`config.mk`:
```
export PLATFORM = sky130hd
export DESIGN_NAME = imem_access_controller
export DESIGN_NICKNAME = d
export VERILOG_FILES = /design/src/rtl/imem_access_controller.sv
export SDC_FILE = /design/constraint.sdc
export NUM_CORES = 1
export LEC_CHECK = 0
export ABC_AREA = 1
export ABC_CLOCK_PERIOD_IN_PS = 1400
export CAP_MARGIN = 30
export CORE_ASPECT_RATIO = 2
export CORE_UTILIZATION = 30
export CTS_CLUSTER_SIZE = 16
export DETAILED_ROUTE_END_ITERATION = 8
export HOLD_SLACK_MARGIN = 0.05
export PLACE_DENSITY = 0.69
export SLEW_MARGIN = 40
export SYNTH_ARGS = -nofsm -noshare
export SYNTH_HDL_FRONTEND = slang
export SYNTH_SLANG_ARGS = --single-unit
```
`constraint.sdc`:
```
create_clock -name clk -period 1.4 [get_ports clk]
set_input_delay 0.21 -clock clk [delete_from_list [all_inputs] [get_ports clk]]
set_output_delay 0.21 -clock clk [all_outputs]
set_load 0.005 [all_outputs]
```
`src/rtl/imem_access_controller.sv`:
```
// Arbitrates fetch reads and loader writes onto a single-port instruction memory.
// Fetch takes 3 cycles and load takes 2 cycles. Loader has priority, but fetch is granted once it has starved STARVE_LIMIT times.
module imem_access_controller #(
    parameter int ADDR_W       = 16,
    parameter int DATA_W       = 32,
    parameter int DEPTH        = 2048,
    parameter int STARVE_LIMIT = 4
) (
    input  logic              clk,
    input  logic              rst_n,
    input  logic              fetch_req,
    input  logic [ADDR_W-1:0] fetch_addr,
    output logic              fetch_ready,
    output logic              fetch_valid,
    output logic [DATA_W-1:0] fetch_rdata,
    output logic              fetch_err,
    input  logic              load_req,
    input  logic [ADDR_W-1:0] load_addr,
    input  logic [DATA_W-1:0] load_wdata,
    output logic              load_ready,
    output logic              load_err,
    output logic              mem_rd,
    output logic              mem_wn,
    output logic [ADDR_W-1:0] mem_address,
    output logic [DATA_W-1:0] mem_write_data,
    input  logic [DATA_W-1:0] mem_read_data
);

    localparam int              SW         = $clog2(STARVE_LIMIT + 1);
    localparam logic [SW-1:0]   STARVE_MAX = SW'(STARVE_LIMIT);
    localparam logic [ADDR_W:0] DEPTH_W    = (ADDR_W + 1)'(DEPTH);

    typedef enum logic [1:0] {IDLE, RD_ISSUE, RD_RESP, WR_ISSUE} state_t;

    state_t            state;
    state_t            state_nxt;
    logic [SW-1:0]     starve_cnt;
    logic [ADDR_W-1:0] cap_addr;
    logic [DATA_W-1:0] cap_data;
    logic              cap_oor;
    logic              grant_fetch;
    logic              grant_load;
    logic              fetch_oor;
    logic              load_oor;

    assign fetch_oor = {1'b0, fetch_addr} >= DEPTH_W;
    assign load_oor  = {1'b0, load_addr} >= DEPTH_W;

    // The loader wins unless a waiting fetch has already been passed over STARVE_LIMIT times.
    always_comb begin
        grant_load  = 1'b0;
        grant_fetch = 1'b0;
        if (state == IDLE) begin
            if (load_req && !(fetch_req && starve_cnt == STARVE_MAX)) begin
                grant_load = 1'b1;
            end else if (fetch_req) begin
                grant_fetch = 1'b1;
            end
        end
    end

    assign fetch_ready = grant_fetch;
    assign load_ready  = grant_load;

    always_ff @(posedge clk or negedge rst_n) begin
        if (!rst_n) begin
            state <= IDLE;
        end else begin
            state <= state_nxt;
        end
    end

    always_comb begin
        state_nxt = state;
        case (state)
            IDLE: begin
                if (grant_load) begin
                    state_nxt = WR_ISSUE;
                end else if (grant_fetch) begin
                    state_nxt = RD_ISSUE;
                end
            end
            RD_ISSUE: state_nxt = RD_RESP;
            RD_RESP:  state_nxt = IDLE;
            WR_ISSUE: state_nxt = IDLE;
            default:  state_nxt = IDLE;
        endcase
    end

    always_ff @(posedge clk or negedge rst_n) begin
        if (!rst_n) begin
            starve_cnt <= '0;
            cap_addr   <= '0;
            cap_data   <= '0;
            cap_oor    <= 1'b0;
        end else if (grant_fetch) begin
            starve_cnt <= '0;
            cap_addr   <= fetch_addr;
            cap_oor    <= fetch_oor;
        end else if (grant_load) begin
            cap_addr <= load_addr;
            cap_data <= load_wdata;
            cap_oor  <= load_oor;
            if (!fetch_req) begin
                starve_cnt <= '0;
            end else if (starve_cnt != STARVE_MAX) begin
                starve_cnt <= starve_cnt + SW'(1);
            end
        end
    end

    // Outputs decode purely from state, so an asserted reset zeroes them without waiting for a clock.
    always_comb begin
        mem_rd         = 1'b0;
        mem_wn         = 1'b0;
        mem_address    = '0;
        mem_write_data = '0;
        fetch_valid    = 1'b0;
        fetch_rdata    = '0;
        fetch_err      = 1'b0;
        load_err       = 1'b0;
        case (state)
            RD_ISSUE: begin
                mem_rd      = !cap_oor;
                mem_address = cap_addr;
            end
            RD_RESP: begin
                fetch_valid = 1'b1;
                fetch_err   = cap_oor;
                fetch_rdata = cap_oor ? '0 : mem_read_data;
            end
            WR_ISSUE: begin
                mem_wn         = !cap_oor;
                load_err       = cap_oor;
                mem_address    = cap_addr;
                mem_write_data = cap_data;
            end
            default: ;
        endcase
    end

endmodule

```
==> impl_results.md, run 1 <==
- Hold Crit Start: load_wdata[21]
- Hpwl dp: approximately 7.9 mm
- Drc violations: 0
- Top Family by Delay on Critical Path: buffers and inverters
- Hold_ws: roughly 0.45 ns
- Worst min-delay path endpoint: cap_data[21]
- Switch Pwr: around 0.005 W
- Drt first pass iters: 6
- Worst Skew: 0.00745 ns
- HP Class: input pin to register
- Max-cap violations: 0
- Pleak: roughly 3.3 nW
- Required time of the worst setup path: 1.19 ns
- Failing checks: negative setup slack
- Gr ovfl total: 0
- Pin count of the biggest net entering global routing: 35
- Netlist cell types: 30
- Register area share after synthesis: 43.7%
- Power Internal: slightly below 0.007 W
- CORE AREA: between 10000 and 15000 sq um
- Vias: about 3.8k
- WS Path Type: register to output port
- Power share of the sequential group: 22.3%
- Clk_lat worst skew: 0.30 ns
- Clock root cell: clkbuf_16
- TritonCTS clock tree: done
- CP peak stage delay: 0.43 ns
- Hold path depth: 3
- Worst Slack Setup Final: -0.235 ns
- FF-to-FF End: cap_data[3]
- DRT iter0 DRCs: ~130
- Mapped Area: ~3100 sq um
- CP Launch Type: register
- Slew Viols, Final: 0
- Total track usage: between 20% and 30%
- Bufs and invs on worst path: 6
- Final Util: between 60 and 70%
- Cell depth of the worst flop-to-flop path: 11
- Bufs on Longest Clock Path: 2
- Tmin final: ~1.6 ns
- Critical-path cell list: buf_6, buf_8, buf_6, buf_6, nand2_4, inv_2, buf_6
- Synth Net Count: 538
- Worst Path Max Fanout: 5
- Port Buffers: 186
- Worst path most repeated cell: buf_6
- Starting Density: 30.7%
- Fmax: between 600 and 700 MHz
- Maximum vdd drop: 1120 uV
- Setup Viol. Count Final: about 140
- Combinational power share: around two thirds
- First-pass GRT wire length: between 15 and 20 mm
- GP Congestion: 0.824
- Share of cells above drive strength 1: a little under half
- Initial antenna violation count: 0
- Vias in the first global route: about 3.6k
- Worst-margin pin slew: slightly below 0.4 ns
- Power per cell area: approximately 1900 nW/um^2
- Site row count: 52
- Synth Instances: 436
- Clock network fraction of design power: around an eighth
- CP Capture Type: output port
- Most area-consuming cells after synthesis: dfrtp_1 (44%), nand2_1 (16%), nor2_1 (8.7%)
- Via/cell ratio: about 4.7
- Worst path slowest cell: dfrtp_1
- CTS Sinks: 54
- Outcome: complete, but fails checks
- Antenna Nets Post-Route: 0
- Setup slack, reg-to-reg: -0.19 ns
- Yosys top cell by area: dfrtp_1
- H-tree Lvls: 2
- CP arrival: 1.42 ns
- Die X: between 70 and 80 um
- CP Depth: 7
- Slew margin rel.: 73.7%
- Die area: around 11000 sq um
- Fin crit share: 117%
- Yosys top cell area share: 43.7%
- Hold Fails Final Rpt: 0
- Area growth, synth to finish: 108%
- CTS buffer count: 5
- RSZ-0062 raised after global routing: yes
- Fillers: ~870
- Layout Nets: 777
- Syn Area/Cell: slightly above 7 sq um
- Die H: 146 um
- # IOs: between 150 and 200
- Antenna Cells: 0
- Final wirelength: between 10 and 15 mm
- Drt wl/cell: 16.5 um
- R2r startpoint: starve_cnt[1]
- Yosys warnings: 0
- Switching Share: around 42%
- #FFs+latches synth: 54
- Clock transition at path regs: roughly 0.080 ns
[kinds of logic (layout without fill, tap and decap cells)]
| kind of cell | Yosys count | count (layout) | share of synthesized area, % |
|---|---|---|---|
| simple gates | 245 | 245 | 33.4 |
| buf+inv | 96 | 336 | 13.7 |
| flops | 54 | 54 | 43.7 |
| compound gates | 38 | 38 | 8.13 |
| fa+ha+maj | 2 | 2 | 0.809 |
| xor+xnor | 1 | 1 | 0.283 |
[worst min-delay path: stages]
cell	delay [ns]
clkdlybuf4s50_1	0.40
nand2_1	0.06
o21ai_1	0.05
[layout make-up]
class | instances | area, sq um | area share (%)
clock buffer | 5 | 125 | 1.94
tap | 135 | 169 | 2.62
clock inverter | 3 | 40.0 | 0.621
inverter | 73 | 287 | 4.45
timing repair buffer | 255 | 2470 | 38.3
multi-input combinational | 286 | 2000 | 31.1
sequential | 54 | 1350 | 21.0
[through the flow]
stage,setup WS (ns),TNS [ns],instance area (sq um),total power [W],cells
3_3_place_gp,-0.405,-22.83,5220,0.00742,760
3_5_place_dp,-0.423,-27.91,5220,0.00758,760
2_1_floorplan,0.0197,0,3090,0.00515,436
6_report,-0.235,-19.42,6440,0.0119,811
4_1_cts,-0.267,-24.03,6190,0.0109,804
5_1_grt,-0.291,-28.27,6440,0.0126,811
[synthesized netlist by cell type]
cell,count
nand2_1,130
nor2_1,72
inv_1,69
dfrtp_1,54
nand3_1,23
o21ai_0,15
o21ai_2,12
nand3b_1,10
clkbuf_1,8
buf_6,7
o21ai_1,7
buf_2,4
buf_1,3
nand2_4,3
ha_1,2
inv_2,2
o211ai_1,2
a21oi_1,1
buf_4,1
clkinv_1,1
inv_4,1
nand2_2,1
nand3_2,1
nand4_1,1
nor2_2,1
nor2_4,1
nor3_1,1
o21ai_4,1
or2_2,1
xor2_1,1
[cells in the final DEF, fill, tap and decap left out, types with 2 or more instances in the layout]
master,count
clkdlybuf4s50_1,98
nand2_1,88
inv_1,60
buf_2,59
dfrtp_1,54
nor2_4,33
nand2_4,27
o21ai_2,27
buf_6,24
buf_4,24
nor2_1,22
clkbuf_2,20
nor2_2,19
nand2_2,18
nand3_2,12
clkbuf_16,11
buf_12,11
inv_2,10
nand3b_1,10
nand3_1,9
o21ai_1,7
buf_16,7
nand3_4,3
buf_8,3
inv_4,2
o211ai_1,2
clkinv_2,2
clkdlybuf4s15_2,2
[layer usage]
layer  share of wire (%)  routed length, um  up-vias  global-route usage, %
met5                   0                  0        -                      0
met4                 3.7                497        0                   9.42
met3                 6.2                828       34                   3.46
met2                  58               7750      184                   44.1
met1                  32               4290     1784                   21.5
li1                    -                  -     1789                      -
[state kept, by name (all words and copies together), names as in the netlist]
| name | cells |
|---|---|
| cap_addr | 16 |
| cap_data | 32 |
| cap_oor | 1 |
| starve_cnt | 3 |
| state | 2 |
[power by group through the flow]
stage	combinational (W)	sequential [W]	clock [W]
floorplan	0.00261	0.00254	0
global placement	0.00485	0.00258	0
detailed placement	0.00497	0.00261	0
CTS	0.00684	0.00262	0.00145
global route	0.00840	0.00272	0.00150
finish	0.00785	0.00266	0.00142
[worst max path at each step]
stage                             start                  to  slack (ns)
after global routing           state[0]  mem_write_data[12]       -0.29
after floorplan           starve_cnt[0]          load_ready        0.02
after detailed placement      fetch_req         fetch_ready       -0.42
after global placement        fetch_req         fetch_ready       -0.40
after CTS                 starve_cnt[0]          load_ready       -0.27
final                          state[0]     mem_address[11]       -0.23
[repair_timing]
action,4_1_cts,5_1_grt
cloned,13,7
buffers inserted,23,11
hold buffers,1,0
endpoints found under the setup margin,127,140
pin swaps,19,12
endpoints found under the hold margin,54,0
gates resized for setup,370,225
Note: power is estimated with default switching activity, not from simulation.
==> inputs of run 2 (changes only) <==
--- a/config.mk
+++ b/config.mk
@@ -10,10 +10,12 @@
 export CAP_MARGIN = 30
 export CORE_ASPECT_RATIO = 2
 export CORE_UTILIZATION = 30
+export CTS_BUF_LIST = sky130_fd_sc_hd__clkbuf_8
 export CTS_CLUSTER_SIZE = 16
 export DETAILED_ROUTE_END_ITERATION = 8
 export HOLD_SLACK_MARGIN = 0.05
 export PLACE_DENSITY = 0.69
+export SKIP_LAST_GASP = 1
 export SLEW_MARGIN = 40
 export SYNTH_ARGS = -nofsm -noshare
 export SYNTH_HDL_FRONTEND = slang
==> run 2 against run 1 <==
  * The flow still finishes with violations (negative setup slack)
  * Die area did not move
  * Maximum frequency down 1.0%
  * Sequential share of layout area grew 1.2 points
  * Largest power group unchanged
==> impl_results.md, run 2 (same netlist as run 1, synthesis figures left out) <==
- Pleak: a little over 3 nW
- WS Path Type: register to output port
- Power per cell area: 1760 nW/um^2
- GP Congestion: around 0.8
- Outcome: complete, but fails checks
- Top flop regs: cap_data x32, cap_addr x16, starve_cnt x3
- Clock root cell: clkbuf_8
- Bufs on Longest Clock Path: 2
- First-pass GRT wire length: roughly 17 mm
- Clock transition at path regs: ~0.10 ns
- Die H: roughly 150 um
- Drc violations: 0
- HP Class: input pin to async pin
- Drt wl/cell: between 15 and 20 um
- Area of the multi-input gates: approximately 1800 sq um
- CP startpoint: state[0]
- Die area: approximately 11000 sq um
- Slew margin rel.: 73.4%
- Required time of the worst setup path: about 1.2 ns
- CP Launch Type: register
- Vias: roughly 3.7k
- Placed insts: between 700 and 800
- Fillers: between 900 and 1k
- Starting Density: between 30% and 40%
- Largest Register: cap_data
- Antenna Nets Post-Route: 0
- Max reg flops: 32
- CP Capture Type: output port
- CTS buffer count: 5
- Gr ovfl total: 0
- Worst Path Max Fanout: 9
- Highest-count cells in the layout ignoring fill and taps: nand2_1 (103), clkdlybuf4s50_1 (98), inv_1 (57)
- Total power: 0.0107 W
- Max-cap violations: 0
- DRT iter0 DRCs: 94
- Site row count: 52
- Post-Layout Cell Count: 802
- Drt first pass iters: 4
- Clk_lat worst skew: between 0.3 and 0.4 ns
- Initial antenna violation count: 0
- Total track usage: 20.6%
- H-tree Lvls: 2
- Hpwl dp: between 7 and 8 mm
- FF-to-FF End: starve_cnt[0]
- Fmax: 606 MHz
- Cell depth of the worst flop-to-flop path: 11
- Layout Nets: between 700 and 800
- CP peak stage delay: around 0.41 ns
- # IOs: 187
- Register area: 1350 sq um
- RSZ-0062 raised after global routing: yes
- TritonCTS clock tree: done
- Worst Skew: between 0.01 and 0.015 ns
- Antenna Cells: 0
- Setup Viol. Count Final: 139
- Hold Fails Final Rpt: 0
- R2r startpoint: starve_cnt[1]
- CTS Sinks: 54
- Most common cell after layout, fill and taps aside: nand2_1
- Slew Viols, Final: 0
- Fin crit share: 118%
- Share of cells above drive strength 1: between 40% and 50%
- CP arrival: 1.44 ns
- Failing checks: negative setup slack
- Tmin final: roughly 1.7 ns
- Worst Slack Setup Final: -0.251 ns
- Area growth, synth to finish: 97.3%
- Worst path slowest cell: dfrtp_1
- Final Util: ~61%
- Final wirelength: between 10 and 15 mm
- Maximum vdd drop: between 1000 and 1500 uV
- Setup slack, reg-to-reg: -0.19 ns
- Port Buffers: 186
- Vias in the first global route: 3440
- Die X: 73.8 um
- CORE AREA: 10100 sq um
- Critical-path cell list: buf_6, nand2_8, buf_12, nor2_2, clkdlybuf4s15_2
- Via/cell ratio: between 4 and 5
- Worst-margin pin slew: 0.399 ns
- Pin count of the biggest net entering global routing: 35
-- run 2: changes by cell type in the layout (fill, tap and decap cells not counted), sizes merged --
cell	before	now
buf	128	96
clkbuf	31	50
clkdlybuf4s15	2	6
-- run 2: worst max-delay path by stage --
stage	endpoint	slack (ns)	depth (start not counted)
3_3_place_gp	fetch_ready	-0.40	6
4_1_cts	fetch_rdata[2]	-0.29	6
3_5_place_dp	fetch_ready	-0.42	6
2_1_floorplan	load_ready	0.02	7
5_1_grt	load_ready	-0.32	7
6_report	mem_write_data[19]	-0.25	5
-- run 2: power breakdown --
part	switching, W	internal [W]
sequential	0.000345	0.00230
combinational	0.00369	0.00333
clock	0.000530	0.000527
-- run 2: worst max-delay path, delay by kind of cell (launching register included) --
family        cells  cell delay [ns]
simple gates      2             0.17
flops             1             0.41
buf+inv           3             0.54
-- run 2: area by class of cell --
| type | count | share of cell area [%] |
|---|---|---|
| clock buffer | 5 | 1.13 |
| multi-input combinational | 286 | 30.0 |
| tap | 135 | 2.77 |
| clock inverter | 3 | 0.656 |
| sequential | 54 | 22.1 |
| inverter | 73 | 4.65 |
| timing repair buffer | 246 | 38.7 |
-- run 2: per-layer routing --
layer  routed length (um)  part of all wire (%)  track usage [%]
met1                 4090                    33             19.4
met2                 7200                    58             40.7
met3                  728                   5.9             3.05
met4                  386                   3.1             9.04
met5                    0                     0                0
-- run 2: stage by stage --
stage,hold WS (ns),setup slack (ns),TNS [ns],area [sq um]
after floorplan,-0.0856,0.0197,0,3090
after global routing,0.428,-0.318,-31.10,6110
after detailed placement,0.234,-0.423,-27.91,5220
after CTS,0.425,-0.294,-26.74,5750
after global placement,0.232,-0.405,-22.83,5220
final,0.422,-0.251,-21.10,6110
-- run 2: timing repair --
item | CTS | global route
buffers inserted | 15 | 8
cloned | 8 | 8
hold buffers | 1 | 0
resized for setup | 246 | 270
endpoints found under the hold margin | 54 | 0
endpoints found under the setup margin | 127 | 140
pin swaps | 8 | 21
